### config.mk
export PLATFORM = sky130hd
export DESIGN_NAME = mem_arbiter
export DESIGN_NICKNAME = d
export VERILOG_FILES = /design/src/rtl/mem_arbiter.sv
export SDC_FILE = /design/constraint.sdc
export NUM_CORES = 1
export LEC_CHECK = 0
export CAP_MARGIN = 25
export CORE_MARGIN = 3
export CORE_UTILIZATION = 40
export CTS_CLUSTER_SIZE = 14
export DETAILED_ROUTE_END_ITERATION = 8
export PLACE_DENSITY_LB_ADDON = 0.2
export REMOVE_ABC_BUFFERS = 1
export SKIP_LAST_GASP = 1
export SLEW_MARGIN = 20
export SYNTH_ARGS = -nofsm -noshare
export SYNTH_HDL_FRONTEND = slang
export SYNTH_SLANG_ARGS = --single-unit
### constraint.sdc
create_clock -name clk -period 1.7 [get_ports clk]
set_clock_uncertainty 0.1 [all_clocks]
set_input_delay 0.34 -clock clk [delete_from_list [all_inputs] [get_ports clk]]
set_output_delay 0.34 -clock clk [all_outputs]
set_load 0.005 [all_outputs]
### src/rtl/mem_arbiter.sv
// Two-master round-robin arbiter in front of a single-port memory; optional MEM_ARB_FIXED_PRIO_EN makes master 0 win ties.
// Latency: request sampled at edge E, memory access in cycle E+1, ack pulse and read data in cycle E+2.
// Backpressure: a master holds req until its ack pulse; one access per two cycles, others wait in IDLE.
module mem_arbiter #(
    parameter int AW = 8,
    parameter int DW = 8
) (
    input  logic          clk,
    input  logic          rst,
    input  logic          m0_req,
    input  logic          m0_we,
    input  logic [AW-1:0] m0_addr,
    input  logic [DW-1:0] m0_wdata,
    output logic          m0_ack,
    output logic [DW-1:0] m0_rdata,
    input  logic          m1_req,
    input  logic          m1_we,
    input  logic [AW-1:0] m1_addr,
    input  logic [DW-1:0] m1_wdata,
    output logic          m1_ack,
    output logic [DW-1:0] m1_rdata,
    output logic [AW-1:0] mem_addr,
    output logic          mem_we,
    output logic [DW-1:0] mem_din,
    input  logic [DW-1:0] mem_dout,
    output logic          busy,
    output logic          gnt_id
);

    typedef enum logic {IDLE, ACCESS} state_t;

    state_t        state_q;
    logic          m0_ack_q, m1_ack_q;
    logic [DW-1:0] m0_rdata_q, m1_rdata_q;
    logic [AW-1:0] cmd_addr_q, cmd_addr_d;
    logic          cmd_we_q, cmd_we_d;
    logic [DW-1:0] cmd_wdata_q, cmd_wdata_d;
    logic          gnt_id_q;

    logic elig0, elig1, pick1, any_elig;

    // A master whose ack is visible this cycle is masked so its held req is not re-granted.
    always_comb begin
        elig0    = m0_req & ~m0_ack_q;
        elig1    = m1_req & ~m1_ack_q;
        any_elig = elig0 | elig1;
`ifdef MEM_ARB_FIXED_PRIO_EN
        pick1    = elig1 & ~elig0;
`else
        pick1    = elig1 & (~elig0 | ~gnt_id_q);
`endif
        cmd_we_d    = pick1 ? m1_we    : m0_we;
        cmd_addr_d  = pick1 ? m1_addr  : m0_addr;
        cmd_wdata_d = pick1 ? m1_wdata : m0_wdata;
    end

    always_ff @(posedge clk) begin
        if (!rst) begin
            state_q     <= IDLE;
            m0_ack_q    <= 1'b0;
            m1_ack_q    <= 1'b0;
            m0_rdata_q  <= '0;
            m1_rdata_q  <= '0;
            cmd_addr_q  <= '0;
            cmd_we_q    <= 1'b0;
            cmd_wdata_q <= '0;
            gnt_id_q    <= 1'b1;
        end else begin
            m0_ack_q <= 1'b0;
            m1_ack_q <= 1'b0;
            case (state_q)
                IDLE: begin
                    if (any_elig) begin
                        cmd_we_q    <= cmd_we_d;
                        cmd_addr_q  <= cmd_addr_d;
                        cmd_wdata_q <= cmd_wdata_d;
                        gnt_id_q    <= pick1;
                        state_q     <= ACCESS;
                    end
                end
                ACCESS: begin
                    if (gnt_id_q) begin
                        m1_ack_q <= 1'b1;
                        if (!cmd_we_q) m1_rdata_q <= mem_dout;
                    end else begin
                        m0_ack_q <= 1'b1;
                        if (!cmd_we_q) m0_rdata_q <= mem_dout;
                    end
                    state_q <= IDLE;
                end
                default: state_q <= IDLE;
            endcase
        end
    end

    assign busy     = (state_q == ACCESS);
    assign mem_addr = cmd_addr_q;
    assign mem_din  = cmd_wdata_q;
    assign mem_we   = cmd_we_q & busy;
    assign m0_ack   = m0_ack_q;
    assign m1_ack   = m1_ack_q;
    assign m0_rdata = m0_rdata_q;
    assign m1_rdata = m1_rdata_q;
    assign gnt_id   = gnt_id_q;

endmodule
==> impl_results.md, run 1 <==
* CTS tree: done
* Final Cycle Share at a little over nine tenths
* VDD IR max at about 0.00054 V
* CP max-delay cell: clkdlybuf4s50_1
* Routed wire length at approximately 5100 um
* Min-Delay Path Class: reg2reg
* Slew Viols, Final at 0
* # rows at 23
* Pre-CTS WS at -187 ps
* Max Clock Freq at between 0.6 and 0.7 GHz
* Net Sw Frac at approximately a quarter
* Die ar. at about 5400 um2
* Pint at between 1.5 and 2 mW
* CP peak stage delay at just over 500 ps
* Worst EP required at roughly 1300 ps
* Clock Latency Late Sink at between 200 and 300 ps
* Initial DRC Count at 80
* Post-synth EDFFs at 0
* Crit path time final at roughly 1600 ps
* Clock sink total at 37
* Mapped cell area at 1830 um2
* CP Max Fanout at 8
* Clock network fraction of design power at 33.1%
* Routed Antenna Nets at 0
* Area leader, netlist: dfxtp_1
* RD Place Congestion at slightly below 0.8
* Combinational fraction of design power at between 20% and 30%
* CTS Buf Count at 5
* Htree depth at 2
* Sequential area share after synthesis at ~41%
* RSZ-0062 raised after global routing: no
* Die Wd at roughly 74 um
* Critical path class: reg2out
* GRT Residual Overflow at 0
* Vias in the first global route at 1697
* Die height at ~74 um
* Switching Power at approximately 0.63 mW
* Fillers at roughly 350
* CTS Buffer Depth at 2
* Core area at about 4200 um2
* DRT Pass-1 Iters at 4
* I/O pin total at 83
* Clock transition at path regs at ~70 ps
* Measured slew at the worst slew-check pin at 354 ps
* Total GRT Usage at a little under a fifth
* Setup crit end kind: output port
* Status: complete, no violations
* CTS root buffer: clkbuf_8
* Post-Syn Area per Cell at a little under 10 um2
* Max-cap violation count at 0
* Setup slack after layout at 57.3 ps
* Worst path cell trace: clkdlybuf4s50_1
* Area growth from synthesis to layout at 60.0%
* Pwr/cell area at a little over 800 nW/um2
* Largest net degree at the start of global routing at 19
* Drt drc at 0
* Synth Warn # at 0
* Dpl hpwl at roughly 3700 um
* First-pass GRT wire length at between 7000 and 8000 um
* CP Data Arrival Time at 1200 ps
* Hold_buf cts at 0
* Final Hold Fails at 0
* Synth cell types at 24
* Cell family with most CP delay: buffers and inverters
* Hold_ws at between 300 and 400 ps
* ANT cells at 0
* Initial antenna violation count at 0
* Final setup vio count at 0
* Final Total Pwr at 2.43 mW
* Port bufs at 82
* Synth top cells by count: dfxtp_1 (37), a221oi_1 (25), nor2_1 (18), inv_1 (17), o21ai_0 (17)
* Sequential fraction of design power at 40.4%
* Initial Util at about 43%
* Vias per inst at ~5.5
* Total number of vias at ~1800
* Lkg Pwr at 1.20 nW
* Final net count at roughly 330
* Slew Limit Headroom at between 70% and 80%
* Crit path launch type: flip-flop
* Seq cells post-synth at 37
* Post-synth ARST share at 0%
* WL/cell at 15.3 um
* Mapped Cells at 189
* Ranking of synthesized cells by area: dfxtp_1 (41%), a221oi_1 (12%), mux2i_1 (8.8%), a221oi_2 (7.4%), and3b_1 (6.7%)
* Yosys top cell area share at between 40% and 50%
* Ratio of cells with drive above 1 in the final layout at approximately 17%
* Top FF cell, synth: dfxtp_1
* Buf/Inv on CP at 1
* Most frequent cell after synthesis: dfxtp_1
==> sequential cells by signal (all words and copies together) (netlist names) <==
| name | cells |
|---|---|
| gnt_id | 1 |
| m0_ack | 1 |
| busy | 1 |
| m0_rdata | 8 |
| m1_rdata | 8 |
| m1_ack | 1 |
| mem_addr | 8 |
| cmd_we_q | 1 |
| mem_din | 8 |
==> power groups by stage <==
stage / Clock [mW] / Sequential, mW / Combinational [mW]
3_5_place_dp: 0 / 1.00 / 0.630
6_report: 0.805 / 0.982 / 0.642
3_3_place_gp: 0 / 1.00 / 0.624
2_1_floorplan: 0 / 1.01 / 0.252
5_1_grt: 0.850 / 0.991 / 0.695
4_1_cts: 0.817 / 0.984 / 0.636
==> layout make-up <==
| type | count | area (um2) | area share, % |
|---|---|---|---|
| Multi-Input combinational cell | 114 | 910 | 31.1 |
| Clock buffer | 6 | 82.6 | 2.83 |
| Tap cell | 50 | 62.6 | 2.14 |
| Clock inverter | 2 | 37.5 | 1.28 |
| Timing Repair Buffer | 104 | 1010 | 34.6 |
| Inverter | 18 | 67.6 | 2.31 |
| Sequential cell | 37 | 751 | 25.7 |
==> metrics by stage <==
stage	std cells	TNS, ps	area, um2	utilization, %
final	331	0	2920	69.6
after global routing	331	0	2920	69.6
after CTS	329	-94.9	2900	68.9
after detailed placement	320	-2390	2770	65.8
after global placement	320	-1850	2770	65.8
after floorplan	169	-12310	1710	-
==> worst paths after layout <==
check                end  cells past startpoint   startpoint  slack [ps]
max               gnt_id                      1       gnt_id          60
min          mem_addr[7]                      2  mem_addr[7]         370
max reg2reg   mem_din[7]                      4       m1_ack         220
min reg2reg  mem_addr[7]                      2  mem_addr[7]         370
==> per-layer routing <==
metal	vias up	GRT usage (%)	share of wire, %
li1	877	-	-
met1	860	24.3	43
met5	-	0	0
met3	7	5.06	6.7
met2	67	30.4	49
met4	0	5.43	1.2
==> logic make-up after synthesis <==
group | after synthesis | synth area share (%)
AOI/OAI and AO/OA | 53 | 24.9
buffers and inverters | 38 | 10.1
DFF | 37 | 40.5
muxes | 16 | 8.77
and+or+nand+nor | 45 | 15.7
==> what timing repair did <==
item,CTS,global route
gates cloned,0,0
gates resized for setup,4,5
buffers inserted,1,2
endpoints found under the setup margin,4,3
==> cells in the final DEF (no fill, tap or decap), drive strengths merged <==
master	count
and3b	18
buf	22
nand3b	2
nor2	18
mux2i	16
dlygate4sd2	1
and3	1
clkbuf	6
a211o	1
nor3	1
clkdlybuf4s50	80
a21o	1
clkinv	1
a221oi	34
clkinvlp	1
nand2	1
dlymetal6s2s	1
and2	1
nand2b	2
inv	17
o21ai	17
nor3b	1
bufinv	1
dfxtp	37
Power figures use the tool's default switching activity.
==> run 2: changes to the inputs <==
Settings changed: CORE_MARGIN 3 to unset, PLACE_DENSITY set to 0.89, PLACE_DENSITY_LB_ADDON 0.2 to unset.
Clock period 1.7 ns to 1.66 ns, I/O delays scaled along.
==> impl_results.md, run 2 (synthesis results as in run 1) <==
* Critical path class: reg2out
* Final net count at 322 (-1.2%)
* CTS Buffer Depth at 2 (unchanged)
* Cell family with most CP delay: buffers and inverters
* CP max-delay cell: clkdlybuf4s50_1
* Pre-CTS WS at -295 ps (-108 ps)
* Dpl hpwl at 3670 um (-1.3%)
* Drt drc at 0 (unchanged)
* Final Hold Fails at 0 (unchanged)
* Ratio of cells with drive above 1 in the final layout at 17.4% (-0.046 points)
* Final setup vio count at 0 (unchanged)
* Max-cap violation count at 0 (unchanged)
* First-pass GRT wire length at 8410 um (+6.2%)
* Core area at 4380 um2 (+4.3%)
* Clock transition at path regs at 70 ps (about the same)
* Final Cycle Share at 97.8%
* Initial antenna violation count at 0 (unchanged)
* Slew Limit Headroom at 77.6% (+1.2 points)
* Clock Latency Late Sink at 290 ps (about the same)
* CP Max Fanout at 5 (-3)
* Area growth from synthesis to layout at 59.0%
* # rows at 24 (+4.3%)
* Slew Viols, Final at 0 (unchanged)
* RSZ-0062 raised after global routing: yes
* Setup slack after layout at 36.2 ps (-21.1 ps)
* RD Place Congestion at 0.843 (+6.8%)
* Max Clock Freq at 0.616 GHz
* Cell area after layout at 2910 um2 (-0.60%)
* Switching Power at 0.651 mW (+3.7%)
* Crit path time final at 1620 ps
* Largest net degree at the start of global routing at 36 (+17)
* Final Total Pwr at 2.44 mW (+0.58%)
* Pint at 1.79 mW (-0.50%)
* CTS Buf Count at 5 (unchanged)
* Htree depth at 2 (unchanged)
* CTS tree: done
* Clock network fraction of design power at 31.3% (-1.8 points)
* CTS root buffer: clkbuf_8
* Commonest non-fill, non-tap cell in the layout: clkdlybuf4s50_1
* ANT cells at 0 (unchanged)
* Worst path cell trace: clkdlybuf4s50_1
* Lkg Pwr at 1.16 nW (-2.9%)
* Measured slew at the worst slew-check pin at 336 ps (-18.4 ps)
* GRT Residual Overflow at 0 (unchanged)
* Commonest non-fill, non-tap cells in the layout: clkdlybuf4s50_1 (81), dfxtp_1 (33), a221oi_1 (20)
* Vias in the first global route at 1764 (+3.9%)
* Die Wd at 69.6 um (-5.4%)
* Initial DRC Count at 90 (+13%)
* Setup crit end kind: output port
* Worst EP required at 1230 ps (-30 ps)
* I/O pin total at 83 (unchanged)
* Sequential fraction of design power at 41.2% (+0.8 points)
* Total GRT Usage at 22.0% (+3.2 points)
* Pwr/cell area at 841 nW/um2 (+1.2%)
* CP Data Arrival Time at 1190 ps (about the same)
* Status: complete, no violations
* Hold_ws at 366 ps (-0.928 ps)
* Port bufs at 82 (unchanged)
* Hold_buf cts at 0 (unchanged)
* CP peak stage delay at 520 ps (about the same)
* Combinational fraction of design power at 27.5% (+1.1 points)
* VDD IR max at 0.000486 V (-10%)
* Min-Delay Path Class: reg2reg
* Vias per inst at 5.49 (+0.41%)
* Die ar. at 4840 um2 (-11%)
* Fillers at 372 (+6.6%)
* Clock sink total at 37 (unchanged)
* WL/cell at 16.3 um (+6.4%)
* Initial Util at 41.7% (-1.8 points)
* Buf/Inv on CP at 1 (unchanged)
* Routed wire length at 5350 um (+5.5%)
* Total number of vias at 1802 (-0.50%)
* DRT Pass-1 Iters at 4 (unchanged)
* Routed Antenna Nets at 0 (unchanged)
* Die height at 69.6 um (-5.4%)
* Net Sw Frac at 26.6% (+0.79 points)
* Placed instance area at 2750 um2 (-0.72%)
* Crit path launch type: flip-flop
run 2: layout make-up:
class                   instances  area (um2)  area share [%]
clock buffers                   5        68.8            2.37
flip-flops and latches         37         751            25.8
inverters                      18        67.6            2.33
multi-input cells             114         938            32.3
clock inverters                 2        35.0            1.21
repair buffers                100         980            33.7
well taps                      52        65.1            2.24
run 2: path summary, 6_finish.rpt:
path / from / endpoint / slack [ps] / depth (start not counted)
setup / recovery: busy / busy / 40 / 1
hold reg to reg: mem_din[6] / mem_din[6] / 370 / 2
setup reg to reg: m1_ack / mem_addr[5] / 190 / 4
hold / removal: mem_din[6] / mem_din[6] / 370 / 2
run 2: power by group through the flow:
stage / Clock (mW) / Sequential [mW] / Combinational [mW]
5_1_grt: 0.824 / 1.02 / 0.721
6_report: 0.765 / 1.01 / 0.672
3_3_place_gp: 0 / 1.02 / 0.627
2_1_floorplan: 0 / 1.03 / 0.258
4_1_cts: 0.776 / 1.01 / 0.645
3_5_place_dp: 0 / 1.03 / 0.642
run 2: timing repair:
item,CTS,global route
resized for setup,6,6
gates cloned,0,0
setup buffers,0,2
endpoints found under the setup margin,4,5
run 2: routing by layer:
metal | vias to the layer above | routed length [um] | global-route usage, %
met3 | 13 | 297 | 4.22
li1 | 870 | - | -
met2 | 77 | 2800 | 38.5
met1 | 842 | 2120 | 26.1
met4 | 0 | 122 | 9.07
met5 | - | 0 | 0
run 2: metrics by stage:
stage	std cells	util, %	TNS [ps]
after detailed placement	319	62.6	-3670
after floorplan	169	-	-13390
after global routing	328	66.3	-9.45
final	328	66.3	0
after global placement	319	62.6	-2390
after CTS	326	65.2	0
==> run 3: changes to the inputs <==
Settings changed: PLACE_DENSITY 0.89 to 0.83.
==> impl_results.md, run 3 (synthesis results as in run 1) <==
* Clock sink total at 37 (unchanged)
* CTS Buf Count at 5 (unchanged)
* Min-Delay Path Class: reg2reg
* Setup crit end kind: output port
* Status: complete, no violations
* Port bufs at 82 (unchanged)
* GRT Residual Overflow at 0 (unchanged)
* Drt drc at 0 (unchanged)
* Fin util at 66.9% (+0.60 points)
* Ratio of cells with drive above 1 in the final layout at 16.8% (-0.61 points)
* # rows at 24 (unchanged)
* Pwr/cell area at 842 nW/um2 (+0.16%)
* Lkg Pwr at 1.20 nW (+3.5%)
* WL/cell at 15.1 um (-7.5%)
* Initial DRC Count at 56 (-38%)
* Worst Hold Depth at 2 (unchanged)
* Crit path launch type: flip-flop
* CTS tree: done
* Final Hold Fails at 0 (unchanged)
* DRT Pass-1 Iters at 4 (unchanged)
* Fillers at 369 (-0.81%)
* Total GRT Usage at 21.3% (-0.68 points)
* FF-to-FF End: mem_addr[5]
* Slew Viols, Final at 0 (unchanged)
* Die ar. at 4840 um2 (unchanged)
* I/O pin total at 83 (unchanged)
* Post-Place Cells at 323 (+1.3%)
* Initial antenna violation count at 0 (unchanged)
* Final non-filler cell total at 332 (+1.2%)
* CP Data Arrival Time at 1190 ps (about the same)
* CTS root buffer: clkbuf_8
* Commonest non-fill, non-tap cells in the layout: clkdlybuf4s50_1 (79), dfxtp_1 (33), a221oi_1 (25)
* Die height at 69.6 um (unchanged)
* Slew Limit Headroom at 77.7% (about the same)
* Worst reg2reg path depth at 4 (unchanged)
* Wire length on met2 at 2520 um (-10%)
* Vias in the first global route at 1737 (-1.5%)
* Final net count at 325 (+0.93%)
* Commonest non-fill, non-tap cell in the layout: clkdlybuf4s50_1
* Worst EP required at 1230 ps (about the same)
* Cell family with most CP delay: buffers and inverters
* Highest metal used: met4
* Worst hold endpoint: mem_din[1]
* Initial Util at 41.7% (unchanged)
* FF-to-FF setup slack at 210 ps (+20 ps)
* Routed wl met3 at 207 um (-30%)
* Final setup vio count at 0 (unchanged)
* Routed Antenna Nets at 0 (unchanged)
* HP Start: mem_din[1]
* Crit path time final at 1620 ps (+0.928 ps)
* Hold_buf cts at 0 (unchanged)
* Dpl hpwl at 3590 um (-2.0%)
* R2R Path Start: m0_ack
* CP startpoint: gnt_id
* Max-cap violation count at 0 (unchanged)
* Measured slew at the worst slew-check pin at 335 ps (-1.01 ps)
* Final Cycle Share at 97.9% (about the same)
* Critical path class: reg2out
* Vias per inst at 5.35 (-2.7%)
* CTS Buffer Depth at 2 (unchanged)
* CP peak stage delay at 510 ps (about the same)
* Clock transition at path regs at 70 ps (about the same)
* Buf/Inv on CP at 1 (unchanged)
* RSZ-0062 raised after global routing: yes
* DRT met1 WL at 2190 um (+3.4%)
* Routed wire length at 5000 um (-6.4%)
* RD Place Congestion at 0.810 (-3.9%)
* Htree depth at 2 (unchanged)
* Die Wd at 69.6 um (unchanged)
* Hold_ws at 362 ps (-4.76 ps)
* VDD IR max at 0.000544 V (+12%)
* Core area at 4380 um2 (unchanged)
* Worst path cell trace: clkdlybuf4s50_1
* CP Max Fanout at 8 (+3)
* Max Clock Freq at 0.615 GHz (about the same)
* First-pass GRT wire length at 8140 um (-3.3%)
* ANT cells at 0 (unchanged)
* Total number of vias at 1775 (-1.5%)
* CP max-delay cell: clkdlybuf4s50_1
* Largest net degree at the start of global routing at 36 (unchanged)
* Clock Latency Late Sink at 290 ps (about the same)
* Area growth from synthesis to layout at 60.5%
[run 3: cell count changes in the layout (fill, tap and decap cells not counted), sizes merged]
cell / change
dlymetal6s2s: +2
clkinv: -1
clkbuf: +2
clkdlybuf4s50: -2
buf: +3
[run 3: final cells by class]
cell class | count | area [um2] | area share, %
flip-flops and latches | 37 | 753 | 25.7
clock inverters | 1 | 30.0 | 1.02
multi-input cells | 114 | 915 | 31.2
clock buffers | 7 | 86.3 | 2.94
inverters | 18 | 67.6 | 2.30
well taps | 52 | 65.1 | 2.22
repair buffers | 103 | 1010 | 34.6
[run 3: worst max path at each step]
stage                              to  cells after the start
after floorplan           m0_rdata[0]                      3
after global placement    mem_addr[1]                      5
after detailed placement  mem_addr[4]                      5
after CTS                        busy                      2
after global routing      mem_addr[4]                      5
final                          gnt_id                      1
[run 3: stage by stage]
step | TNS, ps | instance area [um2] | total power [mW] | setup slack [ps]
floorplan | -13390 | 1710 | 1.29 | -550
global placement | -2910 | 2780 | 1.66 | -184
detailed placement | -4030 | 2780 | 1.67 | -275
CTS | -55.5 | 2910 | 2.48 | -55.5
global route | -35.7 | 2930 | 2.58 | -24.9
finish | 0 | 2930 | 2.47 | 35.2
[run 3: what timing repair did]
action                     in CTS  in global routing
cloned                          0                  0
buffers inserted                1                  0
setup endpoints to repair       4                 18
pin swaps                       0                  1
gates resized for setup         8                  5
[run 3: where the power goes]
| group | switching [mW] | internal, mW |
|---|---|---|
| sequential | 0.0458 | 0.960 |
| clock | 0.316 | 0.490 |
| combinational | 0.262 | 0.394 |
| total | 0.625 | 1.84 |
[run 3: per-layer routing]
metal / up-vias / GRT usage, %
met5: - / 0
met4: 0 / 9.07
met3: 8 / 4.65
met2: 48 / 35.8
met1: 844 / 26.1
li1: 875 / -
